**src/rtl/a2d_arbiter.sv**
```systemverilog
// Round-robin arbiter sharing one A2D_intf converter among NUM_REQ requesters, with a WAIT watchdog.
// Latency: gnt and strt_cnv 1 cycle after an eligible req; done 1 cycle after cnv_cmplt, or TIMEOUT cycles after WAIT entry.
// Backpressure: req is level-held until done; no new grant while a conversion is in flight.
module a2d_arbiter #(
    parameter int NUM_REQ = 4,
    parameter int TIMEOUT = 4096
) (
    input  logic                   clk,
    input  logic                   rst,
    input  logic [NUM_REQ-1:0]     req,
    input  logic [3*NUM_REQ-1:0]   req_chnnl,
    output logic [NUM_REQ-1:0]     gnt,
    output logic [NUM_REQ-1:0]     done,
    output logic [11:0]            result,
    output logic                   err,
    output logic                   busy,
    output logic                   strt_cnv,
    output logic [2:0]             chnnl,
    input  logic                   cnv_cmplt,
    input  logic [11:0]            res
);

    localparam int PTR_W = $clog2(NUM_REQ);
    localparam int TMR_W = $clog2(TIMEOUT);
    localparam logic [PTR_W:0]   NREQ     = (PTR_W+1)'(NUM_REQ);
    localparam logic [PTR_W-1:0] LAST_IDX = PTR_W'(NUM_REQ-1);
    localparam logic [TMR_W-1:0] TMR_LAST = TMR_W'(TIMEOUT-1);

    typedef enum logic [1:0] {IDLE, START, WAIT} state_t;

    state_t             state, state_nxt;
    logic [PTR_W-1:0]   rr_ptr, ptr_nxt, win_idx;
    logic [PTR_W:0]     cand;
    logic               win_vld;
    logic [NUM_REQ-1:0] eligible, win_oh;
    logic [TMR_W-1:0]   timer;
    logic [2:0]         chn_arr [NUM_REQ];
    logic               grant, tmr_clr, tmr_inc, cnv_end, cnv_to;

    for (genvar i = 0; i < NUM_REQ; i++) begin : g_chn
        assign chn_arr[i] = req_chnnl[3*i +: 3];
    end

    // The requester being answered this cycle still holds req; mask it so it cannot win twice in a row.
    assign eligible = req & ~done;

    always_comb begin
        win_vld = 1'b0;
        win_idx = '0;
        cand    = '0;
        for (int k = 0; k < NUM_REQ; k++) begin
            cand = {1'b0, rr_ptr} + (PTR_W+1)'(k);
            if (cand >= NREQ) cand = cand - NREQ;
            if (!win_vld && eligible[cand[PTR_W-1:0]]) begin
                win_vld = 1'b1;
                win_idx = cand[PTR_W-1:0];
            end
        end
    end

    always_comb begin
        win_oh          = '0;
        win_oh[win_idx] = 1'b1;
    end

    assign ptr_nxt  = (win_idx == LAST_IDX) ? '0 : win_idx + 1'b1;
    assign busy     = (state != IDLE);
    assign strt_cnv = (state == START);

    always_ff @(posedge clk) begin
        if (rst) state <= IDLE;
        else     state <= state_nxt;
    end

    always_comb begin
        state_nxt = state;
        grant     = 1'b0;
        tmr_clr   = 1'b0;
        tmr_inc   = 1'b0;
        cnv_end   = 1'b0;
        cnv_to    = 1'b0;
        case (state)
            IDLE: begin
                if (win_vld) begin
                    grant     = 1'b1;
                    state_nxt = START;
                end
            end
            START: begin
                tmr_clr   = 1'b1;
                state_nxt = WAIT;
            end
            WAIT: begin
                // A completion on the last watchdog cycle is still a good conversion.
                if (cnv_cmplt) begin
                    cnv_end   = 1'b1;
                    state_nxt = IDLE;
                end else if (timer == TMR_LAST) begin
                    cnv_to    = 1'b1;
                    state_nxt = IDLE;
                end else begin
                    tmr_inc = 1'b1;
                end
            end
            default: state_nxt = IDLE;
        endcase
    end

    always_ff @(posedge clk) begin
        if (rst) begin
            gnt    <= '0;
            done   <= '0;
            err    <= 1'b0;
            chnnl  <= 3'd0;
            result <= 12'd0;
            rr_ptr <= '0;
            timer  <= '0;
        end else begin
            done <= '0;
            err  <= 1'b0;
            if (grant) begin
                gnt    <= win_oh;
                chnnl  <= chn_arr[win_idx];
                rr_ptr <= ptr_nxt;
            end
            if (tmr_clr)      timer <= '0;
            else if (tmr_inc) timer <= timer + 1'b1;
            if (cnv_end) begin
                result <= res;
                done   <= gnt;
                gnt    <= '0;
            end
            if (cnv_to) begin
                result <= 12'd0;
                done   <= gnt;
                err    <= 1'b1;
                gnt    <= '0;
            end
        end
    end

endmodule

```
**config.mk**
```make
export PLATFORM = sky130hd
export DESIGN_NAME = a2d_arbiter
export DESIGN_NICKNAME = d
export VERILOG_FILES = /design/src/rtl/a2d_arbiter.sv
export SDC_FILE = /design/constraint.sdc
export NUM_CORES = 1
export LEC_CHECK = 0
export BUFFER_PORTS_ARGS = -buffer_cell sky130_fd_sc_hd__buf_2
export CAP_MARGIN = 0
export CORE_ASPECT_RATIO = 0.7
export CORE_MARGIN = 10
export CORE_UTILIZATION = 45
export DETAILED_ROUTE_END_ITERATION = 7
export HOLD_SLACK_MARGIN = 0.02
export PLACE_DENSITY_LB_ADDON = 0.08
export SLEW_MARGIN = 0
export SYNTH_ARGS = -nofsm -noshare
export SYNTH_HDL_FRONTEND = slang
export SYNTH_SLANG_ARGS = --single-unit
```
**constraint.sdc**
```tcl
create_clock -name clk -period 1.95 [get_ports clk]
set_clock_uncertainty 0.15 [all_clocks]
set_input_delay 0 -clock clk [delete_from_list [all_inputs] [get_ports clk]]
set_output_delay 0 -clock clk [all_outputs]
set_load 0.02 [all_outputs]
```
After elaboration in Yosys (flattened, before gate mapping)
Cells that the tools add are included.
{ "classes": {"addsub": 9, "n_mul": 0, "n_div": 0, "n_lt_le_gt_ge": 11, "eq_ne": 6, "shifts": 0, "n_mux": 44, "n_bitwise": 3, "reduce_logical": 13} }
{ "ops": {"columns": ["operator", "count"], "rows": [
  ["2-bit 2-to-1 mux", 12],
  ["1-bit 2-to-1 mux", 21],
  ["2-bit by 3-bit < comparator with 1-bit output, second input constant", 5],
  ["12-bit by 1-bit adder with 12-bit output, second input constant", 1],
  ["12-bit equality test, second input constant", 1],
  ["3-bit >= comparator, second input constant", 4],
  ["1-bit binary-select mux with 2-bit select", 4],
  ["4-bit 2-to-1 mux", 2],
  ["2-bit by 1-bit subtractor with 2-bit output, second input constant", 4],
  ["2-bit by 2-bit adder with 3-bit output, second input constant", 2],
  ["3-bit binary-select mux with 2-bit select", 1],
  ["3-bit 2-to-1 mux", 2],
  ["2-bit one-hot mux with 3 select lines", 1],
  ["4-bit bitwise AND", 1],
  ["2-bit equality test, second input constant", 2],
  ["1-bit logical AND", 4],
  ["4-bit inverter", 1],
  ["2-bit OR reduction", 2],
  ["2-bit by 1-bit adder with 3-bit output, second input constant", 1],
  ["2-bit by 3-bit >= comparator with 1-bit output, second input constant", 1],
  ["1-bit logical NOT", 3],
  ["3-bit inequality test, second input constant", 1],
  ["2-bit inverter with 3-bit output", 1],
  ["3-bit OR reduction", 1],
  ["8 further kinds", 8]
]} }
{ "word_totals": {"register_bits": 40, "latch_bits": 0, "mem_bits_rw": 0, "rom_bits": 0, "in_bits": 31, "output_inout_bits": 26, "n_memories": 0} }

Depth between registers and ports, before layout
Gate-level depths: netlist of run 1.
{ "depth": {"depth_word": 18, "mapped_depth": 7, "ltp_nobuf": 7} }

Least setup slack after synthesis of run 1
No wires, ideal clock.
{ "synth_path": {"path_type": "flip-flop to flip-flop", "from": "reg done[2]", "to": "reg rr_ptr[1]", "t_arrival_ns": 1.608, "required_time_ns": 1.671, "path_slack_ns": 0.063, "path_stages_with_launch": 8, "cell_sequence": "dfxtp_1 nand2b_1 o21ai_0 o221ai_4 inv_1 ha_1 mux2i_1 nor2_1"} }
{ "synth_via": {"elab_chain_cells": 16, "word_cells_on_any_way": 29, "classes_between": "add/sub: 1; eq/ne: 1; mux: 19; bitwise: 2; reduce/logical: 6"} }
{ "synth_lines": {"columns": ["item", "line", "rtl"], "rows": [
  ["from (decl)", "13", "output logic [NUM_REQ-1:0] done,"],
  ["from (signal assigned)", "130", "done <= gnt;"],
  ["from (signal assigned)", "135", "done <= gnt;"],
  ["4-bit inverter (*)", "45", "assign eligible = req & ~done;"],
  ["4-bit bitwise AND (*)", "45", null],
  ["1-bit binary-select mux with 2-bit select", "54", "if (!win_vld && eligible[cand[PTR_W-1:0]]) begin"],
  ["1-bit 2-to-1 mux (not written as such)", "54", null],
  ["1-bit 2-to-1 mux", "54", null],
  ["1-bit logical NOT", "54", null],
  ["1-bit logical AND", "54", null],
  ["1-bit 2-to-1 mux", "54", null],
  ["1-bit logical NOT", "54", null],
  ["1-bit logical AND", "54", null],
  ["1-bit 2-to-1 mux", "54", null],
  ["1-bit logical NOT", "54", null],
  ["1-bit logical AND", "54", null],
  ["2-bit 2-to-1 mux (*)", "54", null],
  ["2-bit by 1-bit adder with 2-bit output or 2-bit equality test (tied branches)", "66", "assign ptr_nxt = (win_idx == LAST_IDX) ? '0 : win_idx + 1'b1;"],
  ["2-bit 2-to-1 mux (*)", "66", null],
  ["named net ptr_nxt[1]", "32", "logic [PTR_W-1:0] rr_ptr, ptr_nxt, win_idx;"],
  ["to (signal assigned)", "124", "rr_ptr <= ptr_nxt;"],
  ["to (decl)", "32", null]
]} }
Mark *: on every way through the listed nets, which the timed path passes. The rest lies on a longest branch. The select of a mux whose other input is x is not followed.
A chain may end at the register's enable or synchronous reset.

Worst setup path in the final report of run 1
{ "layout_path": {"from": "reg rr_ptr[1]", "to": "reg gnt[2]"} }
{ "layout_via": {"elab_chain_cells": 18, "word_cells_on_any_way": 44, "classes_between": "add/sub: 7; order compare: 6; mux: 24; reduce/logical: 7"} }
{ "layout_lines": {"columns": ["item", "line", "rtl"], "rows": [
  ["branches (longest 13 deep; another with 2-bit by 1-bit adder with 3-bit output)", null, null],
  ["2-bit 2-to-1 mux (*)", "54", null],
  ["2-bit by 3-bit < comparator with 1-bit output (not written as such) or 2-bit by 1-bit >= comparator with 1-bit output (tied branches)", "63", "win_oh[win_idx] = 1'b1;"],
  ["1-bit logical AND (not written as such)", "63", null],
  ["1-bit 2-to-1 mux (not written as such)", "63", null],
  ["1-bit demux with 2-bit select (*)", "63", null],
  ["named net win_oh[2]", "35", "logic [NUM_REQ-1:0] eligible, win_oh;"],
  ["to (signal assigned)", "122", "gnt <= win_oh;"],
  ["to (decl)", "12", "output logic [NUM_REQ-1:0] gnt,"]
]} }
Mark *: on every way through the listed nets, which the timed path passes. The select of a mux whose other input is x is not followed.

==> results of run 1 <==
where the power goes:
part	internal, W	switching, W	total [W]
Clock	0.000282	0.000266	0.000548
Sequential	0.000862	0.0000297	0.000892
Combinational	0.000211	0.000233	0.000444
Total	0.00136	0.000529	0.00188
metrics by stage:
step	hold slack, ps	util, %	total power, W
2_1_floorplan	-13.98	-	0.001175
6_report	34.64	64.82	0.001884
3_3_place_gp	94.77	55.85	0.001304
4_1_cts	30.11	64.59	0.001899
5_1_grt	63.86	64.82	0.001990
3_5_place_dp	95.93	55.85	0.001308
cells by family after synthesis:
logic type	count (synthesis)
buffers and inverters	11
flip-flops	40
adder cells (fa/ha/maj)	5
AND/OR/NAND/NOR	91
multiplexers	13
XOR/XNOR	9
AO/OA/AOI/OAI	28
critical path: cells and delay by family (launching register included):
family	cells	cell delay (ps)
AND/OR/NAND/NOR	2	240
adder cells (fa/ha/maj)	1	200
buffers and inverters	2	270
flip-flops	1	320
multiplexers	1	120
AO/OA/AOI/OAI	2	470
how the worst min path moves through the flow:
stage / startpoint / endpoint / slack [ps]
final: cnv_cmplt / result[10] / 30
after global routing: cnv_cmplt / result[10] / 60
after detailed placement: res[10] / result[10] / 100
after global placement: res[6] / result[6] / 90
after CTS: cnv_cmplt / result[10] / 30
after floorplan: res[0] / result[0] / -10
layout by cell type, fill, tap and decap left out, types with 4 or more instances in the layout:
cell and instances:
buf_2 56, dfxtp_1 39, nand2_1 29, dlygate4sd3_1 25
nor2_1 21, a21oi_1 15, mux2i_1 13, buf_4 8
xor2_1 7, nand2b_1 6, clkbuf_8 6, and2_1 5
ha_1 5, o21ai_0 4, nand3b_1 4
Yosys cell counts (2+ instances only):
library cell,n,area [um2]
and2_1,5,31.28
nand4_1,3,18.77
o21ai_0,4,20.02
nand2b_1,6,37.54
dfxtp_1,40,800.8
o221ai_1,2,17.52
inv_1,3,11.26
nor3_2,2,20.02
nand4b_1,3,26.28
or3_1,2,12.51
ha_1,5,62.56
and3b_1,2,17.52
nor2_1,21,78.83
xnor2_1,2,17.52
a21oi_1,15,75.07
clkbuf_1,5,18.77
nor2b_1,2,12.51
nand3b_1,4,30.03
and4_1,2,17.52
nand2_1,29,108.9
mux2i_1,13,130.1
xor2_1,7,61.31
nand3_1,3,15.01
per-layer routing:
layer  part of all wire [%]  routed length (um)
met4                    1.6                  76
met3                    9.9                 475
met5                      0                   0
met2                     42                1998
met1                     47                2229
sequential cells by signal, summed over array words and instances (netlist names):
signal and count:
result 12, chnnl 3, err 1, timer 12, done 4, state 2
gnt 4, rr_ptr 2
layout make-up:
type | instances | share of cell area (%)
clock buffer | 6 | 3.248
clock inverter | 2 | 0.3937
multi-input combinational | 146 | 38.39
timing repair buffer | 89 | 23.23
sequential | 40 | 31.55
inverter | 4 | 0.6398
tap | 52 | 2.559
timing repair:
item | CTS | global route
hold buffers | 25 | 0
gates resized for setup | 0 | 1
endpoints found under the hold margin | 20 | 0
setup endpoints to repair | 0 | 4
buffers inserted | 0 | 1
==> impl_metrics.json, run 1 <==
{
  "cts_tree": "done",
  "grt_max_degree": 13,
  "clkTransAtPathRegs_ps": 70,
  "synth_xor_area_share_pct": 4.321,
  "ant_nets": 0,
  "drc": 0,
  "powerDensity_nw_per_um2": 741.0,
  "area_delta_synth_final_pct": 39.37,
  "synthFlopType": "dfxtp_1",
  "r2r_cells": 8,
  "crit_path_end_kind": "register",
  "maxSlewHeadroom_pct": 71.28,
  "gp_congestion": 0.7705,
  "synth_area_per_cell_um2": 9.260,
  "firstDrtPassIters": 4,
  "rows": 19,
  "fmax_mhz": 531.8,
  "ys_ff_latch": 40,
  "synth_adder_area_share_pct": 3.429,
  "muxShareOfSynthArea_pct": 7.133,
  "finalCritPeriodShare_pct": 96.43,
  "synth-edff-count": 0,
  "synth_top_family_by_area": "simple AND/OR/NAND/NOR gates",
  "grt_util_met2_pct": 20.70,
  "die_h_um": 73.27,
  "htreeDepth": 2,
  "syn_inst": 197,
  "criticalPathCategory": "register to register",
  "seq_area_um2": 802.0,
  "drive_above_1_share_pct": 29.27,
  "crit_fanout": 5,
  "pin_count": 57,
  "antenna_found_initial": 0,
  "r2r_slack_ps": 70,
  "min_path_type": "input pin to register",
  "grt.total_usage_pct": 14.00,
  "dp_hpwl_mm": 3.416,
  "die-area_um2": 7041,
  "cts_buffers": 5,
  "finalNonFillerCells": 339,
  "antenna_cells": 0,
  "synth_compound_area_share_pct": 11.45,
  "start_util_pct": 46.51,
  "syn_area_um2": 1824,
  "setup_slack_ps": 69.54,
  "post-place-ws_ps": 61.65,
  "tns_ps": 0,
  "clk_latency_ps": 290,
  "yosys.area_share.simple_pct": 27.16,
  "r2r-start": "rr_ptr[1]",
  "p_leak_nw": 1.128,
  "met1_usage_pct": 17.61,
  "n_fill_cell": 343,
  "top_usage_layer": "met2",
  "die_w_um": 96.10,
  "cts_sinks": 40,
  "hold_path_depth": 4,
  "multi_input_area_um2": 975.9,
  "slew_violations": 0,
  "grt_pass1_vias": 1639,
  "cp-startpoint": "rr_ptr[1]",
  "fin_crit_ps": 1880,
  "synthArstFlopShare_pct": 0,
  "timing.rr.end": "gnt[2]",
  "placed_cell_area_um2": 2191,
  "yosysWarnings": 0,
  "io_buffers": 56,
  "clock-root-buffer": "clkbuf_8",
  "required_ps": 1980,
  "slowest_stage": "dfxtp_1",
  "setup-violations-final": 0,
  "nets": 322,
  "drtIter0Drc": 43,
  "place_inst": 305,
  "clockBufferDepth": 2,
  "vias": 1666,
  "vias_per_cell": 4.914,
  "synth_nets": 233,
  "wirelength_mm": 4.780,
  "grt_pass1_wl_mm": 7.955,
  "fin_area_um2": 2542,
  "ys_seq_area_share_pct": 43.90,
  "arrival_ps": 1910,
  "drv_cap": 0,
  "worstSetupStartpointType": "register",
  "status": "completed",
  "crit_chain": "buf_4 > and3b_1 > o21ai_0 > o311a_2 > clkinv_2 > ha_1 > mux2i_1 > nor2_1",
  "grtUsageMet3_pct": 6.409,
  "overflow": 0,
  "ir_drop_v": 0.0005688,
  "cp-endpoint": "gnt[2]",
  "fp.coreArea_um2": 3923,
  "finalHoldViolCount": 0,
  "ys_types": 40,
  "worst_pin_slew_ps": 430.8,
  "routedWlPerCell_um": 14.10,
  "critPathMaxStageDelay_ps": 320
}
Note: power is estimated with default switching activity, not from simulation.
==> run 2: changes to the inputs <==
RECOVER_POWER = 25   (was default)
==> impl_metrics.json, run 2 (synthesis gave the netlist of run 1 again) <==
{
  "clkTransAtPathRegs_ps": 70,
  "antenna_found_initial": 0,
  "drv_cap": 0,
  "layout_commonest_cell": "buf_2",
  "p_leak_nw": 1.064,
  "worst_pin_slew_ps": 428.6,
  "fmax_mhz": 531.8,
  "clockBufferDepth": 2,
  "die-area_um2": 7041,
  "gp_congestion": 0.7705,
  "area_delta_synth_final_pct": 38.34,
  "crit_path_end_kind": "register",
  "post-place-ws_ps": 61.65,
  "grt_pass1_wl_mm": 7.955,
  "htreeDepth": 2,
  "drc": 0,
  "io_buffers": 56,
  "start_util_pct": 46.51,
  "drtIter0Drc": 49,
  "routedWlPerCell_um": 14.12,
  "die_w_um": 96.10,
  "ant_nets": 0,
  "min_path_type": "input pin to register",
  "tns_ps": 0,
  "fin_crit_ps": 1880,
  "worstSetupStartpointType": "register",
  "finalNonFillerCells": 339,
  "cts_sinks": 40,
  "fin_area_um2": 2524,
  "clk_latency_ps": 290,
  "ir_drop_v": 0.0005698,
  "status": "completed",
  "drive_above_1_share_pct": 24.04,
  "criticalPathCategory": "register to register",
  "crit_fanout": 5,
  "finalCritPeriodShare_pct": 96.43,
  "grt_max_degree": 13,
  "firstDrtPassIters": 4,
  "die_h_um": 73.27,
  "place_inst": 305,
  "cts_tree": "done",
  "arrival_ps": 1910,
  "maxSlewHeadroom_pct": 71.42,
  "cts_buffers": 5,
  "final_cell_mix": "buf_2 (41), dfxtp_1 (39), nand2_1 (29)",
  "setup_slack_ps": 69.54,
  "slew_violations": 0,
  "setup-violations-final": 0,
  "dp_hpwl_mm": 3.416,
  "grt.total_usage_pct": 14.00,
  "nets": 322,
  "fp.coreArea_um2": 3923,
  "pin_count": 57,
  "clock-root-buffer": "clkbuf_8",
  "grt_pass1_vias": 1639,
  "placed_cell_area_um2": 2191,
  "wirelength_mm": 4.785,
  "vias": 1664,
  "powerDensity_nw_per_um2": 745.2,
  "vias_per_cell": 4.909,
  "finalHoldViolCount": 0,
  "rows": 19,
  "top_regs": "result x12, timer x12",
  "required_ps": 1980,
  "overflow": 0,
  "antenna_cells": 0
}
run 2: changes by cell type in the layout (fill, tap and decap cells not counted):
cell	previous run	this run
buf_2	56	41
clkbuf_1	0	15
run 2: routing by layer:
| metal | track usage (%) | vias up | share of wire (%) |
|---|---|---|---|
| li1 | - | 860 | - |
| met1 | 17.61 | 743 | 47 |
| met2 | 20.70 | 52 | 42 |
| met3 | 6.409 | 9 | 9.6 |
| met4 | 4.568 | 0 | 1.6 |
| met5 | 0 | - | 0 |
run 2: worst paths after layout:
kind                                 from         end  slack (ps)  cells after the start
worst max register to register  rr_ptr[1]      gnt[2]          70                      8
worst min-delay path            cnv_cmplt  result[10]          40                      4
worst max-delay path            rr_ptr[1]      gnt[2]          70                      8
worst min register to register  result[5]   result[5]         310                      2
run 2: worst max-delay path: stages, from the launching register on:
cell      delay, ps
dfxtp_1         320
buf_4           160
and3b_1         190
o21ai_0         200
o311a_2         270
clkinv_2        110
ha_1            200
mux2i_1         120
nor2_1           50
run 2: repair_timing:
action                                  CTS  global route
setup buffers                             0             1
hold endpoints to repair                 20             0
endpoints found under the setup margin    0             4
hold buffers                             25             0
gates resized for setup                   0             1
run 2: area by class of cell:
cell class / instances / area [um2]
inverter: 4 / 16.27
timing repair buffer: 89 / 571.8
sequential: 40 / 802.0
multi-input combinational: 146 / 975.9
fill: 351 / 1399
tap: 52 / 65.06
clock buffer: 6 / 82.58
clock inverter: 2 / 10.01
run 2: through the flow:
step | utilization [%] | hold WS (ps) | power [W]
after floorplan | - | -13.98 | 0.001175
after global placement | 55.85 | 94.77 | 0.001304
after detailed placement | 55.85 | 95.93 | 0.001308
after CTS | 64.59 | 30.11 | 0.001899
after global routing | 64.34 | 63.87 | 0.001987
final | 64.34 | 35.41 | 0.001881
run 2: where the power goes:
| part | internal (W) | total [W] | switching, W |
|---|---|---|---|
| clock network | 0.000282 | 0.000548 | 0.000266 |
| registers | 0.000862 | 0.000893 | 0.0000303 |
| logic | 0.000207 | 0.000440 | 0.000233 |
==> run 3: changes to the inputs <==
CELL_PAD_IN_SITES_DETAIL_PLACEMENT = 0   (was default)
CELL_PAD_IN_SITES_GLOBAL_PLACEMENT = 2   (was default)
CORE_ASPECT_RATIO = default   (was 0.7)
CORE_UTILIZATION = 26   (was 45)
==> impl_metrics.json, run 3 (synthesis gave the netlist of run 1 again) <==
{
  "cp-startpoint": "rr_ptr[1]",
  "fin_area_um2": 2582,
  "hp-start": "cnv_cmplt",
  "grt.total_usage_pct": 9.726,
  "die_h_um": 103.8,
  "clock-root-buffer": "clkbuf_8",
  "whs_ps": 58.65,
  "start_util_pct": 26.85,
  "criticalPathCategory": "register to register",
  "grt_setup_unrepaired": "true",
  "pin_count": 57,
  "placed_cell_area_um2": 2261,
  "fmax_mhz": 527.3,
  "slew_violations": 0,
  "p_sw_share_pct": 29.25,
  "vias": 1675,
  "p_leak_nw": 1.058,
  "overflow": 0,
  "finalHoldViolCount": 0,
  "switchingPower_w": 0.0005462,
  "fp.coreArea_um2": 6794,
  "nets": 323,
  "n_fill_cell": 732,
  "antenna_cells": 0,
  "wirelength_mm": 5.192,
  "worstSetupStartpointType": "register",
  "place_inst": 351,
  "ir_drop_v": 0.0002419,
  "routedWlPerCell_um": 13.56,
  "ant_nets": 0,
  "dp_hpwl_mm": 3.757,
  "power_frac_comb_pct": 24.1,
  "grt_pass1_vias": 1767,
  "p_total_w": 0.001867,
  "gp_congestion": 0.7015,
  "clkTransAtPathRegs_ps": 80,
  "die_w_um": 103.8,
  "final_cell_mix": "buf_2 (40), dfxtp_1 (39), nand2_1 (29)",
  "htreeDepth": 2,
  "required_ps": 1980,
  "drive_above_1_share_pct": 23.34,
  "grt_pass1_wl_mm": 8.687,
  "drtIter0Drc": 50,
  "r2r-start": "rr_ptr[1]",
  "min_path_type": "input pin to register",
  "drc": 0,
  "cts_tree": "done",
  "finalNonFillerCells": 383,
  "layout_commonest_cell": "buf_2",
  "top_regs": "result x12, timer x12",
  "rows": 30,
  "p_clk_share_pct": 27.9,
  "drv_cap": 0,
  "tns_ps": 0,
  "worst_pin_slew_ps": 449.2,
  "area_delta_synth_final_pct": 41.56,
  "vias_per_cell": 4.373,
  "power_frac_seq_pct": 48.0,
  "maxSlewHeadroom_pct": 70.05,
  "cts_setup_buffers": 0,
  "crit_fanout": 5,
  "clockBufferDepth": 2,
  "grt_max_degree": 13,
  "p_int_w": 0.001321,
  "status": "completed",
  "io_buffers": 56,
  "die-area_um2": 10770,
  "antenna_found_initial": 0,
  "crit_path_end_kind": "register",
  "finalCritPeriodShare_pct": 97.26,
  "clk_latency_ps": 280,
  "powerDensity_nw_per_um2": 723.0,
  "cts_sinks": 40,
  "fin_crit_ps": 1897,
  "setup-violations-final": 0,
  "firstDrtPassIters": 4,
  "cts_buffers": 5,
  "arrival_ps": 1920
}
==> run 3: critical path, cell delays in order, from the launching register on <==
cell     delay, ps
dfxtp_4        370
or4b_4         540
o31a_1         130
o311a_4        140
ha_1           300
mux2i_1        120
nor2_1          50
==> run 3: area by class of cell <==
class | count | area, um2 | area share [%]
multi-input cells | 146 | 985.9 | 38.18
flip-flops and latches | 40 | 804.5 | 31.15
repair buffers | 90 | 578.1 | 22.38
well taps | 96 | 120.1 | 4.651
clock buffers | 6 | 72.57 | 2.810
inverters | 4 | 16.27 | 0.6298
clock inverters | 1 | 5.005 | 0.1938
==> run 3: timing repair <==
action	in CTS	in global routing
endpoints found under the setup margin	0	2
hold buffers	25	0
endpoints found under the hold margin	20	0
resized for setup	0	4
==> run 3: power groups by stage <==
| stage | registers, W | logic (W) | clock network [W] |
|---|---|---|---|
| 5_1_grt | 0.000905 | 0.000497 | 0.000581 |
| 6_report | 0.000897 | 0.000450 | 0.000520 |
| 4_1_cts | 0.000893 | 0.000454 | 0.000556 |
| 3_3_place_gp | 0.000911 | 0.000418 | 0 |
| 2_1_floorplan | 0.000948 | 0.000227 | 0 |
| 3_5_place_dp | 0.000912 | 0.000414 | 0 |
==> run 3: routing by layer <==
layer  track usage, %  share of wire (%)  vias to the layer above
met3            3.284                5.0                        9
met1            11.15                 45                      767
li1                 -                  -                      862
met2            16.44                 49                       37
met4            3.380                1.8                        0
met5                0                  0                        -
==> run 3: through the flow <==
| stage | setup slack (ps) | util, % |
|---|---|---|
| 2_1_floorplan | 63.36 | - |
| 3_3_place_gp | 86.21 | 33.28 |
| 3_5_place_dp | 51.09 | 33.28 |
| 4_1_cts | 40.20 | 38.10 |
| 5_1_grt | -11.97 | 38.01 |
| 6_report | 53.39 | 38.01 |
==> run 3: final timing paths <==
path	cells after the start	slack (ps)	to
max reg2reg	6	50	rr_ptr[1]
min reg2reg	2	310	result[1]
max	6	50	rr_ptr[1]
min	4	60	timer[4]
